`src/rtl/uart_pkg.sv`:
```
// Shared types for the FIFO-backed UART receiver: parity modes, receiver states,
// the stored frame entry and the bit-period helper.
package uart_pkg;

  typedef enum logic [1:0] {
    PAR_NONE,
    PAR_EVEN,
    PAR_ODD
  } parity_e;

  typedef enum logic [2:0] {
    IDLE,
    START,
    DATA,
    PARITY,
    STOP,
    PUSH
  } rx_state_e;

  // Entries are sized for the widest frame; narrower builds zero the upper data bits.
  localparam int MAX_DATA_BITS = 9;

  typedef struct packed {
    logic [MAX_DATA_BITS-1:0] data;
    logic                     parity_err;
    logic                     framing_err;
  } rx_entry_t;

  function automatic int bit_cycles(input int clk_hz, input int baud);
    return clk_hz / baud;
  endfunction

endpackage

```
`src/rtl/rx_fifo_uart_if.sv`:
```
// Host-side receive handshake of rx_fifo_uart: head-of-FIFO data plus status flags.
interface rx_fifo_uart_if #(
  parameter int DATA_BITS = 8
);
  // Four-phase handshake: Receive (valid) is high while a head entry is offered;
  // the consumer raises ReceiveAck to take it, Receive drops the next cycle, and the
  // next entry is offered only after ReceiveAck returns low.
  logic                 Receive;
  logic                 ReceiveAck;
  logic [DATA_BITS-1:0] Dout;
  logic                 parityErr;
  logic                 framingErr;

  modport master (
    output Receive,
    output Dout,
    output parityErr,
    output framingErr,
    input  ReceiveAck
  );

  modport slave (
    input  Receive,
    input  Dout,
    input  parityErr,
    input  framingErr,
    output ReceiveAck
  );
endinterface

```
`src/rtl/rx_fifo.sv`:
```
// Synchronous FIFO of received frame entries; pointers carry an extra wrap bit
// so full and empty are distinguished without a separate counter.
module rx_fifo
  import uart_pkg::*;
#(
  parameter int DEPTH = 4
) (
  input  logic                     clk,
  input  logic                     rst,
  input  logic                     push,
  input  rx_entry_t                wdata,
  input  logic                     pop,
  output rx_entry_t                rdata,
  output logic                     full,
  output logic                     empty,
  output logic [$clog2(DEPTH):0]   count
);
  localparam int AW = $clog2(DEPTH);

  rx_entry_t   mem [DEPTH];
  logic [AW:0] wr_ptr;
  logic [AW:0] rd_ptr;
  logic        do_push;
  logic        do_pop;

  assign empty   = (wr_ptr == rd_ptr);
  assign full    = (wr_ptr[AW] != rd_ptr[AW]) && (wr_ptr[AW-1:0] == rd_ptr[AW-1:0]);
  assign count   = wr_ptr - rd_ptr;
  assign do_pop  = pop && !empty;
  // A pop in the same cycle frees the slot, so a push into a full FIFO still lands.
  assign do_push = push && (!full || do_pop);
  assign rdata   = mem[rd_ptr[AW-1:0]];

  always_ff @(posedge clk) begin
    if (rst) begin
      wr_ptr <= '0;
      rd_ptr <= '0;
      for (int i = 0; i < DEPTH; i++) mem[i] <= '0;
    end else begin
      if (do_push) begin
        mem[wr_ptr[AW-1:0]] <= wdata;
        wr_ptr              <= wr_ptr + 1'b1;
      end
      if (do_pop) rd_ptr <= rd_ptr + 1'b1;
    end
  end

endmodule

```
`src/rtl/rx_fifo_uart.sv`:
```
// Parametrised UART receiver with per-frame status and a receive FIFO.
// Optional RX_MAJORITY_VOTE_EN: 2-of-3 vote around each mid-bit sample point.
module rx_fifo_uart
  import uart_pkg::*;
#(
  parameter int      CLK_FREQUENCY = 100_000_000,
  parameter int      BAUD_RATE     = 19_200,
  parameter int      DATA_BITS     = 8,
  parameter parity_e PARITY_MODE   = PAR_ODD,
  parameter int      STOP_BITS     = 1,
  parameter int      FIFO_DEPTH    = 4
) (
  input  logic                          clk,
  input  logic                          rst,
  input  logic                          Sin,
  rx_fifo_uart_if.master                host,
  output logic                          overrun,
  output logic                          busy,
  output logic [$clog2(FIFO_DEPTH):0]   count,
  output rx_state_e                     state
);
  localparam int BIT_CYCLES = bit_cycles(CLK_FREQUENCY, BAUD_RATE);
  localparam int CW         = $clog2(BIT_CYCLES + 1);

  logic sin_meta, sin_sync, sin_d1;
  logic bit_val;

  always_ff @(posedge clk) begin
    if (rst) begin
      sin_meta <= 1'b1;
      sin_sync <= 1'b1;
      sin_d1   <= 1'b1;
    end else begin
      sin_meta <= Sin;
      sin_sync <= sin_meta;
      sin_d1   <= sin_sync;
    end
  end

`ifdef RX_MAJORITY_VOTE_EN
  localparam int VOTE_DELAY = 1;
  logic sin_d2;
  always_ff @(posedge clk) begin
    if (rst) sin_d2 <= 1'b1;
    else     sin_d2 <= sin_d1;
  end
  // Sampling one cycle late puts mid-1, mid and mid+1 in d2, d1 and sync.
  assign bit_val = (sin_sync & sin_d1) | (sin_sync & sin_d2) | (sin_d1 & sin_d2);
`else
  localparam int VOTE_DELAY = 0;
  assign bit_val = sin_sync;
`endif

  localparam int HALF_LOAD = BIT_CYCLES / 2 - 1 + VOTE_DELAY;
  localparam int BIT_LOAD  = BIT_CYCLES - 1;

  rx_state_e              state_next;
  logic [CW-1:0]          baud_cnt;
  logic [3:0]             bit_cnt;
  logic [DATA_BITS-1:0]   shreg;
  logic                   par_bit;
  logic                   ferr;
  logic                   start_edge;
  logic                   tick;

  assign start_edge = sin_d1 & ~sin_sync;
  assign tick       = (baud_cnt == '0);
  assign busy       = (state != IDLE);

  always_ff @(posedge clk) begin
    if (rst) state <= IDLE;
    else     state <= state_next;
  end

  always_comb begin
    state_next = state;
    case (state)
      IDLE:   if (start_edge) state_next = START;
      START:  if (tick) state_next = bit_val ? IDLE : DATA;
      DATA:   if (tick && bit_cnt == 4'(DATA_BITS - 1))
                state_next = (PARITY_MODE == PAR_NONE) ? STOP : PARITY;
      PARITY: if (tick) state_next = STOP;
      STOP:   if (tick && bit_cnt == 4'(STOP_BITS - 1)) state_next = PUSH;
      PUSH:   state_next = IDLE;
      default: state_next = IDLE;
    endcase
  end

  always_ff @(posedge clk) begin
    if (rst) begin
      baud_cnt <= '0;
      bit_cnt  <= '0;
      shreg    <= '0;
      par_bit  <= 1'b0;
      ferr     <= 1'b0;
    end else begin
      if (state == IDLE)  baud_cnt <= CW'(HALF_LOAD);
      else if (tick)      baud_cnt <= CW'(BIT_LOAD);
      else                baud_cnt <= baud_cnt - 1'b1;

      // The bit counter only restarts on a state change, never by itself.
      if (state_next != state)                      bit_cnt <= '0;
      else if (tick && (state == DATA || state == STOP)) bit_cnt <= bit_cnt + 1'b1;

      if (state == IDLE)                  ferr    <= 1'b0;
      else if (state == STOP && tick && !bit_val) ferr <= 1'b1;

      if (state == DATA && tick)   shreg   <= {bit_val, shreg[DATA_BITS-1:1]};
      if (state == PARITY && tick) par_bit <= bit_val;
    end
  end

  rx_entry_t wdata;
  rx_entry_t head;
  logic      push, pop, full, empty;
  logic      ack_prev, ack_hold;
  logic      unused_head_bits;

  always_comb begin
    wdata                   = '0;
    wdata.data[DATA_BITS-1:0] = shreg;
    wdata.parity_err        = (PARITY_MODE != PAR_NONE) &&
                              ((^{shreg, par_bit}) != (PARITY_MODE == PAR_ODD));
    wdata.framing_err       = ferr;
  end

  assign push = (state == PUSH);
  assign pop  = host.ReceiveAck && !ack_prev && host.Receive;

  rx_fifo #(.DEPTH(FIFO_DEPTH)) u_fifo (
    .clk   (clk),
    .rst   (rst),
    .push  (push),
    .wdata (wdata),
    .pop   (pop),
    .rdata (head),
    .full  (full),
    .empty (empty),
    .count (count)
  );

  always_ff @(posedge clk) begin
    if (rst) begin
      ack_prev <= 1'b0;
      ack_hold <= 1'b0;
      overrun  <= 1'b0;
    end else begin
      ack_prev <= host.ReceiveAck;
      if (pop)                   ack_hold <= 1'b1;
      else if (!host.ReceiveAck) ack_hold <= 1'b0;
      if (pop)                   overrun  <= 1'b0;
      else if (push && full)     overrun  <= 1'b1;
    end
  end

  assign host.Receive    = !empty && !ack_hold;
  assign host.Dout       = head.data[DATA_BITS-1:0];
  assign host.parityErr  = head.parity_err;
  assign host.framingErr = head.framing_err;
  assign unused_head_bits = ^head.data;

endmodule
```
`src/flat_wrapper.sv`:
```
// flat-port wrapper written by rule: the top's interface ports become plain ports
module rx_fifo_uart_flat import uart_pkg::*;
#(
  parameter int      CLK_FREQUENCY = 100_000_000,
  parameter int      BAUD_RATE     = 19_200,
  parameter int      DATA_BITS     = 8,
  parameter parity_e PARITY_MODE   = PAR_ODD,
  parameter int      STOP_BITS     = 1,
  parameter int      FIFO_DEPTH    = 4
)
  (clk, rst, Sin, overrun, busy, count, state, host_Receive, host_Dout, host_parityErr, host_framingErr, host_ReceiveAck);
  rx_fifo_uart_if #(.DATA_BITS(DATA_BITS)) host_i ();
  input  logic clk;
  input  logic rst;
  input  logic Sin;
  output logic overrun;
  output logic busy;
  output logic [$clog2(FIFO_DEPTH):0] count;
  output rx_state_e state;
  output wire logic [$bits(host_i.Receive)-1:0] host_Receive;
  output wire logic [$bits(host_i.Dout)-1:0] host_Dout;
  output wire logic [$bits(host_i.parityErr)-1:0] host_parityErr;
  output wire logic [$bits(host_i.framingErr)-1:0] host_framingErr;
  input wire logic [$bits(host_i.ReceiveAck)-1:0] host_ReceiveAck;
  assign host_Receive = host_i.Receive;
  assign host_Dout = host_i.Dout;
  assign host_parityErr = host_i.parityErr;
  assign host_framingErr = host_i.framingErr;
  assign host_i.ReceiveAck = host_ReceiveAck;
  rx_fifo_uart #(.CLK_FREQUENCY(CLK_FREQUENCY), .BAUD_RATE(BAUD_RATE), .DATA_BITS(DATA_BITS), .PARITY_MODE(PARITY_MODE), .STOP_BITS(STOP_BITS), .FIFO_DEPTH(FIFO_DEPTH)) u_core (.clk(clk), .rst(rst), .Sin(Sin), .host(host_i), .overrun(overrun), .busy(busy), .count(count), .state(state));
endmodule
```
`config.mk`:
```
export PLATFORM = sky130hd
export DESIGN_NAME = rx_fifo_uart_flat
export DESIGN_NICKNAME = d
export VERILOG_FILES = /design/src/rtl/uart_pkg.sv /design/src/rtl/rx_fifo_uart_if.sv /design/src/rtl/rx_fifo.sv /design/src/rtl/rx_fifo_uart.sv /design/src/flat_wrapper.sv
export SDC_FILE = /design/constraint.sdc
export NUM_CORES = 1
export LEC_CHECK = 0
export BUFFER_PORTS_ARGS = -buffer_cell sky130_fd_sc_hd__buf_4
export CAP_MARGIN = 30
export CORE_MARGIN = 5
export CORE_UTILIZATION = 50
export DETAILED_ROUTE_END_ITERATION = 7
export GPL_TIMING_DRIVEN = 0
export PLACE_DENSITY = 0.75
export SLEW_MARGIN = 25
export SYNTH_ARGS = -nofsm -noshare
export SYNTH_HDL_FRONTEND = slang
export SYNTH_SLANG_ARGS = --single-unit
```
`constraint.sdc`:
```
create_clock -name clk -period 4.3 [get_ports clk]
set_input_delay 0.86 -clock clk [delete_from_list [all_inputs] [get_ports clk]]
set_output_delay 0.86 -clock clk [all_outputs]
set_load 0.1 [all_outputs]
```
==> impl_metrics.tcl <==
set metrics [dict create \
    status "finished clean" \
    syn_nets 342 \
    start_util_pct 51.7 \
    cts_sinks 84 \
    drive_gt1_share_pct 17.3 \
    finalCritPeriodShare_pct 70.5 \
    htreeDepth 3 \
    rsz0062_at_grt "false" \
    ios 23 \
    yosys.area.top_type_share_pct 31.7 \
    grt_pass1_wl_mm 12.1 \
    ys_ff_latch 84 \
    syn_area_um2 3790 \
    synth_cells 330 \
    required_ns 3.44 \
    synth_top_flop_cell "dfxtp_1" \
    drt_iter0_drc 104 \
    setup_viol 0 \
    synthAdderAreaFrac_pct 2.84 \
    synth_top_area_cell "edfxtp_1" \
    dr.pass1.iters 4 \
    ant_nets 0 \
    diodes 0 \
    core.rowCount 31 \
    met1_length_mm 3.28 \
    num_vias 2532 \
    max_cap_violations 0 \
    hp-class "reg2reg" \
    dieHeight_um 97.1 \
    synth-async-reset-ratio_pct 0 \
    cts_setup_buffers 0 \
    cts_tree "built" \
    grt_antenna_before_repair 0 \
    synth_top_family_by_area "simple AND/OR/NAND/NOR gates" \
    final_max_slew_viol_count 0 \
    criticalPathCategory "reg2out" \
    met2_length_mm 3.54 \
    yosysUniqueCellTypes 44 \
    hold_viol 0 \
    synthSimpleGateAreaFrac_pct 19.1 \
    fin_tns_setup_ns 0 \
    grt_usage_pct 16.2 \
    gp_congestion 0.806 \
    hold-worst-slack_ns 0.416 \
    cts_root_buf "clkbuf_8" \
    dpl.hpwl_mm 5.02 \
    synth-edff-count 40 \
    overflow 0 \
    synth-compound-area-share_pct 7.06 \
    highest_layer "met4" \
    ctsHoldBuffers 0 \
    drt_wl_total_mm 7.20 \
    clockBufferDepth 2 \
    avgSynthCellArea_um2 11.5 \
    detail_route.wl_per_cell_um 15.4 \
    fin_ws_ns 1.27 \
    dieArea_um2 9430 \
    final_common_cell "dfxtp_1" \
    cts_buffers 9 \
    fin_nets 376 \
    skew_ns 0.00468 \
    grt_start_max_net_pins 14 \
    slew-limit-headroom_pct 35.3 \
    worst_slew_pin_slew_ns 0.964 \
    port_buffers 22 \
    end_kind "primary output" \
    coreArea_um2 7330 \
    dr_wl_met3_um 272 \
    clock_latency_ns 0.36 \
    cts-resized-gates 0 \
    drc 0 \
    period_minus_slack_ns 3.03 \
    grt_pass1_vias 2446 \
    leakagePower_nw 1.65 \
    critPathMaxFanout 10 \
    fmax_mhz 330 \
    synth_xor_area_share_pct 4.29 \
    ys_seq_area_share_pct 54.9 \
    clk_pin_slew_worst_paths_ns 0.08 \
    worstPathArrival_ns 2.17 \
    synthTopCellsByArea "edfxtp_1 32%, dfxtp_1 23%, and2_1 5.9%" \
    synth_warnings 0 \
    layout_common_cells "44 x dfxtp_1, 40 x edfxtp_1, 36 x and2_1" \
    routed_via_density 5.41 \
    startpoint_type "register" \
    powerDensity_nw_per_um2 376 \
    peakVddDrop_uv 182 \
    muxShareOfSynthArea_pct 8.84 \
    die_w_um 97.1 \
    syn_to_final_growth_pct 14.3 \
    pre_cts_slack_ns 1.27 \
]
[power breakdown]
group / total (mW) / switching (mW) / internal (mW)
Combinational: 0.0991 / 0.0708 / 0.0283
Sequential: 0.864 / 0.00937 / 0.855
Clock: 0.666 / 0.279 / 0.387
[stage by stage]
stage / utilization [%] / instances / total power [mW] / cell area [um^2]
after CTS: 59.0 / 468 / 1.63 / 4330
after global placement: 55.7 / 451 / 0.979 / 4080
after floorplan: - / 330 / 0.955 / 3790
after detailed placement: 55.8 / 452 / 0.983 / 4090
after global routing: 59.1 / 468 / 1.68 / 4330
final: 59.1 / 468 / 1.63 / 4330
[worst max-delay path, cell delays in order (launching register included)]
cell	delay [ns]
dfxtp_1	0.31
clkbuf_1	0.64
mux4_2	0.61
buf_4	0.25
[cells in the mapped netlist (5+ instances only)]
master and instances:
a211oi_1 6, a21oi_1 14, and2_1 36, clkbuf_1 14, dfxtp_1 44, edfxtp_1 40
ha_1 7, inv_1 12, mux2i_1 11, mux4_2 10, nand2_1 18, nand3_1 5
nor2_1 22, nor2b_1 5, nor3_1 8, nor4_1 6, o21ai_0 7, o31ai_1 5
or2_2 7, or4_1 7, xnor2_1 14
[state kept, by name, summed over array words and instances, names as in the netlist, 3 cells and up, named ones only]
name                  count
u_core.bit_cnt            4
u_core.baud_cnt          13
u_core.state              3
u_core.shreg              8
u_core.u_fifo.rd_ptr      3
u_core.u_fifo.wr_ptr      3
u_core.u_fifo.mem        40
[path summary, 6_finish.rpt]
check	end	start	depth (start not counted)	slack, ns
hold / removal	u_core.bit_val	u_core.sin_meta	1	0.42
setup reg to reg	u_core.shreg[3]	u_core.baud_cnt[0]	7	1.27
setup / recovery	host_framingErr	register	3	1.27
hold reg to reg	u_core.bit_val	u_core.sin_meta	1	0.42
[kinds of logic (layout without fill, tap and decap cells)]
| family | after synthesis | after routing |
|---|---|---|
| buffers and inverters | 29 | 68 |
| AOI/OAI and AO/OA | 42 | 42 |
| xor gates and xnor gates | 17 | 17 |
| adders and majority gates | 8 | 8 |
| muxes | 21 | 21 |
| and+or+nand+nor | 129 | 129 |
| DFF | 84 | 84 |
[layer usage]
metal / track usage (%) / vias to the layer above
li1: - / 1257
met1: 21.1 / 1223
met2: 26.1 / 40
met3: 4.45 / 12
met4: 5.62 / 0
met5: 0 / -
[layout make-up]
cell class | instances | area [um^2]
clock buffers | 12 | 135
well taps | 99 | 124
inverters | 12 | 45.0
multi-input cells | 217 | 1610
clock inverters | 4 | 97.6
plain buffers | 17 | 66.3
repair buffers | 23 | 173
flip-flops and latches | 84 | 2080
fillers | 608 | 3000
Power figures use the tool's default switching activity.
